===== config.mk =====
export PLATFORM = sky130hd
export DESIGN_NAME = id_reg_file
export DESIGN_NICKNAME = d
export VERILOG_FILES = /design/src/rtl/id_reg_file_pkg.sv /design/src/rtl/id_reg_file_sb_counter.sv /design/src/rtl/id_reg_file.sv
export SDC_FILE = /design/constraint.sdc
export NUM_CORES = 2
export LEC_CHECK = 0
export BUFFER_PORTS_ARGS = -buffer_cell sky130_fd_sc_hd__buf_2
export CAP_MARGIN = 0
export CORE_ASPECT_RATIO = 0.7
export CORE_UTILIZATION = 47
export CTS_CLUSTER_SIZE = 20
export DETAILED_ROUTE_END_ITERATION = 6
export RECOVER_POWER = 100
export SETUP_SLACK_MARGIN = 0.05
export SLEW_MARGIN = 0
export SYNTH_ARGS = -nofsm -noshare
export SYNTH_HDL_FRONTEND = slang
export SYNTH_SLANG_ARGS = --single-unit

===== constraint.sdc =====
create_clock -name clk -period 8.6 [get_ports clk]
set_clock_uncertainty 0.15 [all_clocks]
set_input_delay 1.72 -clock clk [delete_from_list [all_inputs] [get_ports clk]]
set_output_delay 1.72 -clock clk [all_outputs]
set_load 0.02 [all_outputs]

===== src/rtl/id_reg_file_pkg.sv =====
// Shared constants and types for the ID-stage register file and its scoreboard.
package id_reg_file_pkg;
  localparam int ADDR_W   = 5;
  localparam int DATA_W   = 32;
  localparam int CNT_W    = 2;
  localparam int NUM_REGS = 1 << ADDR_W;
  localparam logic [ADDR_W-1:0] REG_ZERO = '0;

  typedef logic [CNT_W-1:0] sb_cnt_t;

  // A register stalls unless its only remaining writer retires this very cycle.
  function automatic logic pending_f(sb_cnt_t cnt, logic retire_hit);
    return cnt != sb_cnt_t'(retire_hit);
  endfunction
endpackage


===== src/rtl/id_reg_file_sb_counter.sv =====
// Saturating up/down in-flight writer counter; err pulses when an update saturates.
module sb_counter
  import id_reg_file_pkg::*;
(
  input  logic    clk,
  input  logic    rst,
  input  logic    inc,
  input  logic    dec_a,
  input  logic    dec_b,
  output sb_cnt_t cnt,
  output logic    err
);
  localparam int MAX = (1 << CNT_W) - 1;

  sb_cnt_t cnt_q, cnt_d;
  int      sum;

  always_comb begin
    sum   = int'(cnt_q) + int'(inc) - int'(dec_a) - int'(dec_b);
    cnt_d = cnt_q;
    err   = 1'b0;
    if (sum > MAX) begin
      cnt_d = sb_cnt_t'(MAX);
      err   = 1'b1;
    end else if (sum < 0) begin
      cnt_d = '0;
      err   = 1'b1;
    end else begin
      cnt_d = sb_cnt_t'(sum);
    end
  end

  always_ff @(posedge clk) begin
    if (rst) cnt_q <= '0;
    else     cnt_q <= cnt_d;
  end

  assign cnt = cnt_q;
endmodule


===== src/rtl/id_reg_file.sv =====
// Decode-side register file with WB write-through bypass and in-flight writer scoreboard.
// Optional debug read port and pending mask when REGFILE_DEBUG_EN is defined.
module id_reg_file
  import id_reg_file_pkg::*;
(
  input  logic              clk,
  input  logic              rst,
  input  logic [ADDR_W-1:0] rs_addr,
  input  logic [ADDR_W-1:0] rt_addr,
  output logic [DATA_W-1:0] rs_data,
  output logic [DATA_W-1:0] rt_data,
  input  logic              wb_we,
  input  logic [ADDR_W-1:0] wb_addr,
  input  logic [DATA_W-1:0] wb_data,
  input  logic              issue_valid,
  input  logic [ADDR_W-1:0] issue_rd,
  input  logic              squash_valid,
  input  logic [ADDR_W-1:0] squash_rd,
  output logic              rs_pending,
  output logic              rt_pending,
  output logic              sb_overflow
`ifdef REGFILE_DEBUG_EN
  ,
  input  logic [ADDR_W-1:0]   debug_addr,
  output logic [DATA_W-1:0]   debug_data,
  output logic [NUM_REGS-1:0] debug_pending_mask
`endif
);
  logic [DATA_W-1:0] regs_q [NUM_REGS];
  sb_cnt_t           cnt [NUM_REGS];
  logic [NUM_REGS-1:0] err;
  logic              sb_overflow_q, sb_overflow_d;
  logic              wb_hit;

  // Reset dominates, so a WB beat presented alongside rst neither bypasses nor retires.
  assign wb_hit = wb_we && (wb_addr != REG_ZERO) && !rst;

  always_ff @(posedge clk) begin
    if (rst) begin
      for (int i = 0; i < NUM_REGS; i++) regs_q[i] <= '0;
    end else if (wb_hit) begin
      regs_q[wb_addr] <= wb_data;
    end
  end

  assign cnt[0] = '0;
  assign err[0] = 1'b0;

  generate
    for (genvar gi = 1; gi < NUM_REGS; gi++) begin : g_sb
      sb_counter u_cnt (
        .clk   (clk),
        .rst   (rst),
        .inc   (issue_valid  && (issue_rd  == ADDR_W'(gi))),
        .dec_a (wb_we        && (wb_addr   == ADDR_W'(gi))),
        .dec_b (squash_valid && (squash_rd == ADDR_W'(gi))),
        .cnt   (cnt[gi]),
        .err   (err[gi])
      );
    end
  endgenerate

  assign sb_overflow_d = sb_overflow_q | (|err);

  always_ff @(posedge clk) begin
    if (rst) sb_overflow_q <= 1'b0;
    else     sb_overflow_q <= sb_overflow_d;
  end

  assign sb_overflow = sb_overflow_q;

  assign rs_data = (rs_addr == REG_ZERO)            ? '0      :
                   (wb_hit && (wb_addr == rs_addr)) ? wb_data : regs_q[rs_addr];
  assign rt_data = (rt_addr == REG_ZERO)            ? '0      :
                   (wb_hit && (wb_addr == rt_addr)) ? wb_data : regs_q[rt_addr];

  assign rs_pending = pending_f(cnt[rs_addr], wb_hit && (wb_addr == rs_addr));
  assign rt_pending = pending_f(cnt[rt_addr], wb_hit && (wb_addr == rt_addr));

`ifdef REGFILE_DEBUG_EN
  assign debug_data = (debug_addr == REG_ZERO)            ? '0      :
                      (wb_hit && (wb_addr == debug_addr)) ? wb_data : regs_q[debug_addr];

  generate
    for (genvar gi = 0; gi < NUM_REGS; gi++) begin : g_dbg_mask
      assign debug_pending_mask[gi] = cnt[gi] != '0;
    end
  endgenerate
`endif
endmodule


# Yosys cells after proc, flatten, opt, wreduce, memory -nomap -nowiden
# Memories as Yosys holds them, arrays and structs flattened.
# Index checks and enable logic that the tools add are counted.
[word_totals] elab_cells=535 mem_bits_rw=1024 memories=1 ff_bits=63
[memory_table] memory="regs_q" depth=32 word_bits=32 read_ports=2 rd_ports_with_merged_regs=0 wr=32 line_no="id_reg_file.sv:29" rtl="logic [DATA_W-1:0] regs_q [NUM_REGS];"
[op_classes] add_sub_neg=93 bitwise=3 eq_ne=97 n_reduce_logical=103 n_mux=142 n_lt_le_gt_ge=64
[op_table] cell="subtractor 32 x 2 -> 32 bit" n=62
[op_table] cell="> comparator 32 x 3 -> 1 bit (second input constant)" n=31
[op_table] cell="< comparator 32 x 1 -> 1 bit (second input constant)" n=31
[op_table] cell="equality test 5 bit (second input constant)" n=48
[op_table] cell="2-to-1 mux 32 bit" n=5
[op_table] cell="2-to-1 mux 2 bit" n=66
[op_table] cell="equality test 5 x 4 -> 1 bit (second input constant)" n=24
[op_table] cell="logical AND 1 bit" n=97
[op_table] cell="adder 2 x 1 -> 3 bit" n=31
[op_table] cell="2-to-1 mux 1 bit" n=68
[op_table] cell="equality test 5 x 3 -> 1 bit (second input constant)" n=12
[op_table] cell="OR reduction 32 bit" n=1
[op_table] cell="OR reduction 31 bit" n=1
[op_table] cell="equality test 5 x 2 -> 1 bit (second input constant)" n=6
[op_table] cell="binary-select mux 2 bit (select 5 bit)" n=2
[op_table] cell="equality test 5 x 1 -> 1 bit (second input constant)" n=3
[op_table] cell="greater-or-equal comparator 6 bit (second input constant)" n=2
[op_table] cell="NOT 5 -> 6 bit" n=2
[op_table] cell="equality test 5 bit" n=2
[op_table] cell="logical NOT 5 bit" n=2
[op_table] cell="2-to-1 mux 5 bit" n=1
[op_table] cell="nonzero test 5 bit" n=1
[op_table] cell="inequality test 2 x 1 -> 1 bit" n=2
[op_table] cell="logical NOT 1 bit" n=1
[op_table] cell="bitwise OR 1 bit" n=1

# Logic depth before layout (Yosys ltp)
[depth] ltp_word=10 mapped_depth=14 depth_no_buf=13

# Hierarchy
# Synthesis repeated with hierarchy kept, for this count alone.
[unflattened] hier_cells=4458 area_unflattened_um2=63962.6
[by_module_without_submodules] module="id_reg_file" seq_area_each_um2=30769.5 n_inst=1 area_each_um2=57019.7 cells_per_inst=3683
[by_module_without_submodules] module="sb_counter" seq_area_each_um2=40.0 n_inst=31 area_each_um2=224.0 cells_per_inst=25

# Worst setup path before layout
# Ideal clock, no wire load.
[synth_timing] kind="input-to-output" start="input wb_addr[3]" end="output rs_data[25]" slack_ns=3.130 arrival_ns=3.600 path_buffers=4 required_ns=6.730 stages=8 path_cell_list="buf_2 or3_4 buf_6 o311a_1 and3_1 clkbuf_1 buf_2 o21ai_0"
[synth_via] elab_chain_len=6
[synth_lines] element="start: declaration" line_no="id_reg_file.sv:13" rtl="input logic [ADDR_W-1:0] wb_addr,"
[synth_lines] element="nonzero test 5 bit" line_no="id_reg_file.sv:36" rtl="assign wb_hit = wb_we && (wb_addr != REG_ZERO) && !rst;"
[synth_lines] element="logical AND 1 bit (2 in a row)" line_no="id_reg_file.sv:36"
[synth_lines] element="logical AND 1 bit *" line_no="id_reg_file.sv:73" rtl="(wb_hit && (wb_addr == rs_addr)) ? wb_data : regs_q[rs_addr];"
[synth_lines] element="2-to-1 mux 32 bit *" line_no="id_reg_file.sv:73"
[synth_lines] element="2-to-1 mux 32 bit *" line_no="id_reg_file.sv:72" rtl="assign rs_data = (rs_addr == REG_ZERO) ? '0 :"
[synth_lines] element="end: declaration" line_no="id_reg_file.sv:10" rtl="output logic [DATA_W-1:0] rs_data,"
# Mark *: on every way between the ends. The rest lies on a longest branch, timed or not.

==> results by group <==
Critical path
  – Worst EP required: 8.73 ns
  – WS Path Type: in2reg
  – FF-to-FF path depth: 10
  – CP endpoint kind: flip-flop
  – Reg2reg end: sb_overflow$_SDFF_PP0_
  – Worst setup startpoint: rst
  – R2R Path Start: g_sb[16].u_cnt.cnt[0]$_SDFF_PP0_
  – R2r setup slk: 5.36 ns
  – Worst Path Max Fanout: 28
  – Worst path arrival time: 8.01 ns
  – Startpoint Class: input pin

Timing
  – RSZ-0062 raised after global routing: false
  – Max-slew violations: 2061
  – Final count of hold timing violations: 0
  – Worst-Margin Slew: 4.34 ns
  – Fin crit share: 91.5%
  – # setup viols final: 0
  – Maximum clock rate: 0.127 GHz
  – Post-Route Setup TNS: 0 ns
  – Min Clock Period, post-route: 7.87 ns
  – Rel. slew slack: -190%

Drt
  – Routed Antenna Nets: 0
  – DR iter-0 viols: 7111
  – TritonRoute pass-1 iters: 5
  – Drt total wl: 226000 um
  – Routed via count: 41300
  – Wire per inst: 36.7 um
  – Drt drc: 0
  – Vias/cell: 6.71

CTS
  – Clock Path Buffers: 3
  – Post-CTS Setup Repair Bufs: 0
  – Clk slew on worst S/H paths: 0.06 ns
  – Cts repair resizes: 0
  – H-tree depth: 3
  – Clock latency on the worst-skew pair: 0.75 ns
  – Root buffer cell: clkbuf_16
  – Cts bufs inserted: 109
  – CTS tree: yes
  – Sink Count: 1087
  – Post-CTS Hold Buffers: 0

Run status
  – Status: finished with violations
  – Failing checks: max-capacitance violations, max-slew violations

Die
  – Starting Density: 47.3%
  – Placement row count: 111
  – Die W: 436 um
  – CORE AREA: 131000 um^2
  – # IOs: 129
  – Die Footprint: 133000 um^2
  – Die H: 306 um

Yosys
  – Synth Flop Type: edfxtp_1
  – Ys async rst share: 0%
  – Yosys warns: 0
  – FF+latch count, synth: 1087
  – Number of synthesized flops with an enable pin: 1024
  – Syn Inst Count: 4345
  – Avg Cell Area, Syn: 14.3 um^2
  – Netlist cell types: 62
  – Seq/Total Area, Yosys: 51.7%
  – Synthesized cell area: 61900 um^2

Layout
  – Fraction of layout cells with a size suffix above 1: 21.8%
  – Design area: 67300 um^2
  – Area growth from synthesis to layout: 8.71%
  – Fillers: 11000
  – Multi-input combinational cell area: 27900 um^2
  – Register Area: 32000 um^2
  – Fin nets: 4528

Worst hold path
  – Worst Hold Launch: g_sb[11].u_cnt.cnt[1]$_SDFF_PP0_
  – Worst hold path class: reg2reg
  – Worst hold path depth: 3
  – Hold EP: g_sb[11].u_cnt.cnt[0]$_SDFF_PP0_

Power and ir drop
  – Worst VDD drop: 0.000167 V
  – Leak: 22.9 nW
  – P per Cell Area: 190 nW/um^2

Place
  – Detailed placer's ending HPWL: 131000 um
  – RePlAce Congestion: 0.887
  – IO buf count: 128
  – DP Area: 64600 um^2

Global route
  – Total Routing Usage GR: 33.8%
  – Vias in the first global route: 39200
  – Grt total ovfl: 0
  – Global-route wire length before repair: 314000 um
  – Largest net degree at the start of global routing: 119
  – Initial antenna violation count: 33

Run
  – MaxCap Viol Count: 81
==> worst max-delay path, stage by stage <==
cell	delay (ns)
clkbuf_1	0.61
nor2_1	0.47
nand3_1	0.75
o21ai_0	2.12
clkbuf_1	2.28
==> layout make-up <==
cell class | count | area share (%)
Clock inverter | 59 | 0.710
Tap cell | 1751 | 3.25
Antenna cell | 11 | 0.0409
Inverter | 125 | 0.697
Multi-Input combinational cell | 2740 | 41.4
Clock buffer | 139 | 4.28
Timing Repair Buffer | 248 | 2.08
Sequential cell | 1087 | 47.6
==> layout by cell type, fill, tap and decap left out, types with 69 or more instances in the layout <==
master,Yosys,layout
clkbuf_16,0,111
and2_1,1000,589
inv_1,124,123
clkbuf_1,268,143
nor2_1,123,105
and2_0,1,411
nand2_1,179,176
mux2i_1,99,99
edfxtp_1,1024,1024
ha_1,124,124
buf_2,98,69
mux4_2,558,558
==> worst max path at each step <==
stage,cells past startpoint,slack [ns],endpoint
after floorplan,8,3.13,rs_data[25]
after global placement,7,1.69,rt_data[2]
after detailed placement,7,1.64,rt_data[19]
after CTS,7,1.64,rt_data[19]
after global routing,4,0.79,regs_q[4][8]$_SDFFCE_PN0P_
final,5,0.73,regs_q[29][1]$_SDFFCE_PN0P_
==> where the power goes <==
part,switching (mW),internal (mW),leakage [nW],total (mW)
Clock,2.19,2.52,1.65,4.72
Sequential,0.168,6.10,10.3,6.27
Combinational,1.10,0.698,11.0,1.80
==> cell families (layout without fill, tap and decap cells) <==
family,count (synthesis),after routing,synth area share [%]
DFF,1087,1087,51.7
AOI/OAI and AO/OA,314,314,3.79
adders and majority gates,155,155,3.51
other,1,43,0.00606
muxes,722,722,23.1
buffers and inverters,549,571,3.83
and+or+nand+nor,1505,1505,13.9
xor gates and xnor gates,12,12,0.170
==> sequential cells by signal, summed over array words and instances (netlist names) <==
name	cells
regs_q	1024
g_sb.u_cnt.cnt	62
sb_overflow	1
==> synthesized netlist by cell type, types with 20 or more instances <==
cell / n / area, um^2
edfxtp_1: 1024 / 30700
and2_1: 1000 / 6260
mux4_2: 558 / 12600
clkbuf_1: 268 / 1010
nand2_1: 179 / 672
ha_1: 124 / 1550
inv_1: 124 / 465
nor2_1: 123 / 462
mux2i_1: 99 / 991
buf_2: 98 / 490
mux2_2: 65 / 732
dfxtp_1: 63 / 1260
o21ai_0: 63 / 315
a211oi_1: 49 / 368
nand3_1: 47 / 235
nor2b_1: 47 / 294
nor3_1: 42 / 210
a221oi_1: 32 / 280
a22o_1: 32 / 280
fa_1: 31 / 621
o221ai_1: 30 / 263
buf_4: 24 / 180
a21oi_1: 22 / 110
buf_1: 21 / 78.8
o22ai_1: 20 / 125
==> metrics by stage <==
step	std cells	power, mW	hold slack (ns)	utilization, %	setup WS, ns
after global placement	5951	8.13	0.620	49.4	1.69
after CTS	6149	12.8	0.667	52.0	1.64
after detailed placement	5951	8.14	0.651	49.4	1.64
after global routing	6152	13.1	0.716	51.4	0.794
final	6160	12.8	0.678	51.5	0.727
after floorplan	4376	7.44	0.548	-	3.13
==> per-layer routing <==
layer	part of all wire, %	track usage (%)	vias up
li1	-	-	16400
met1	40	49.9	21300
met2	42	47.6	3135
met3	14	9.81	489
met4	4.1	11.4	10
met5	0.027	0	-
Note: power is estimated with default switching activity, not from simulation.
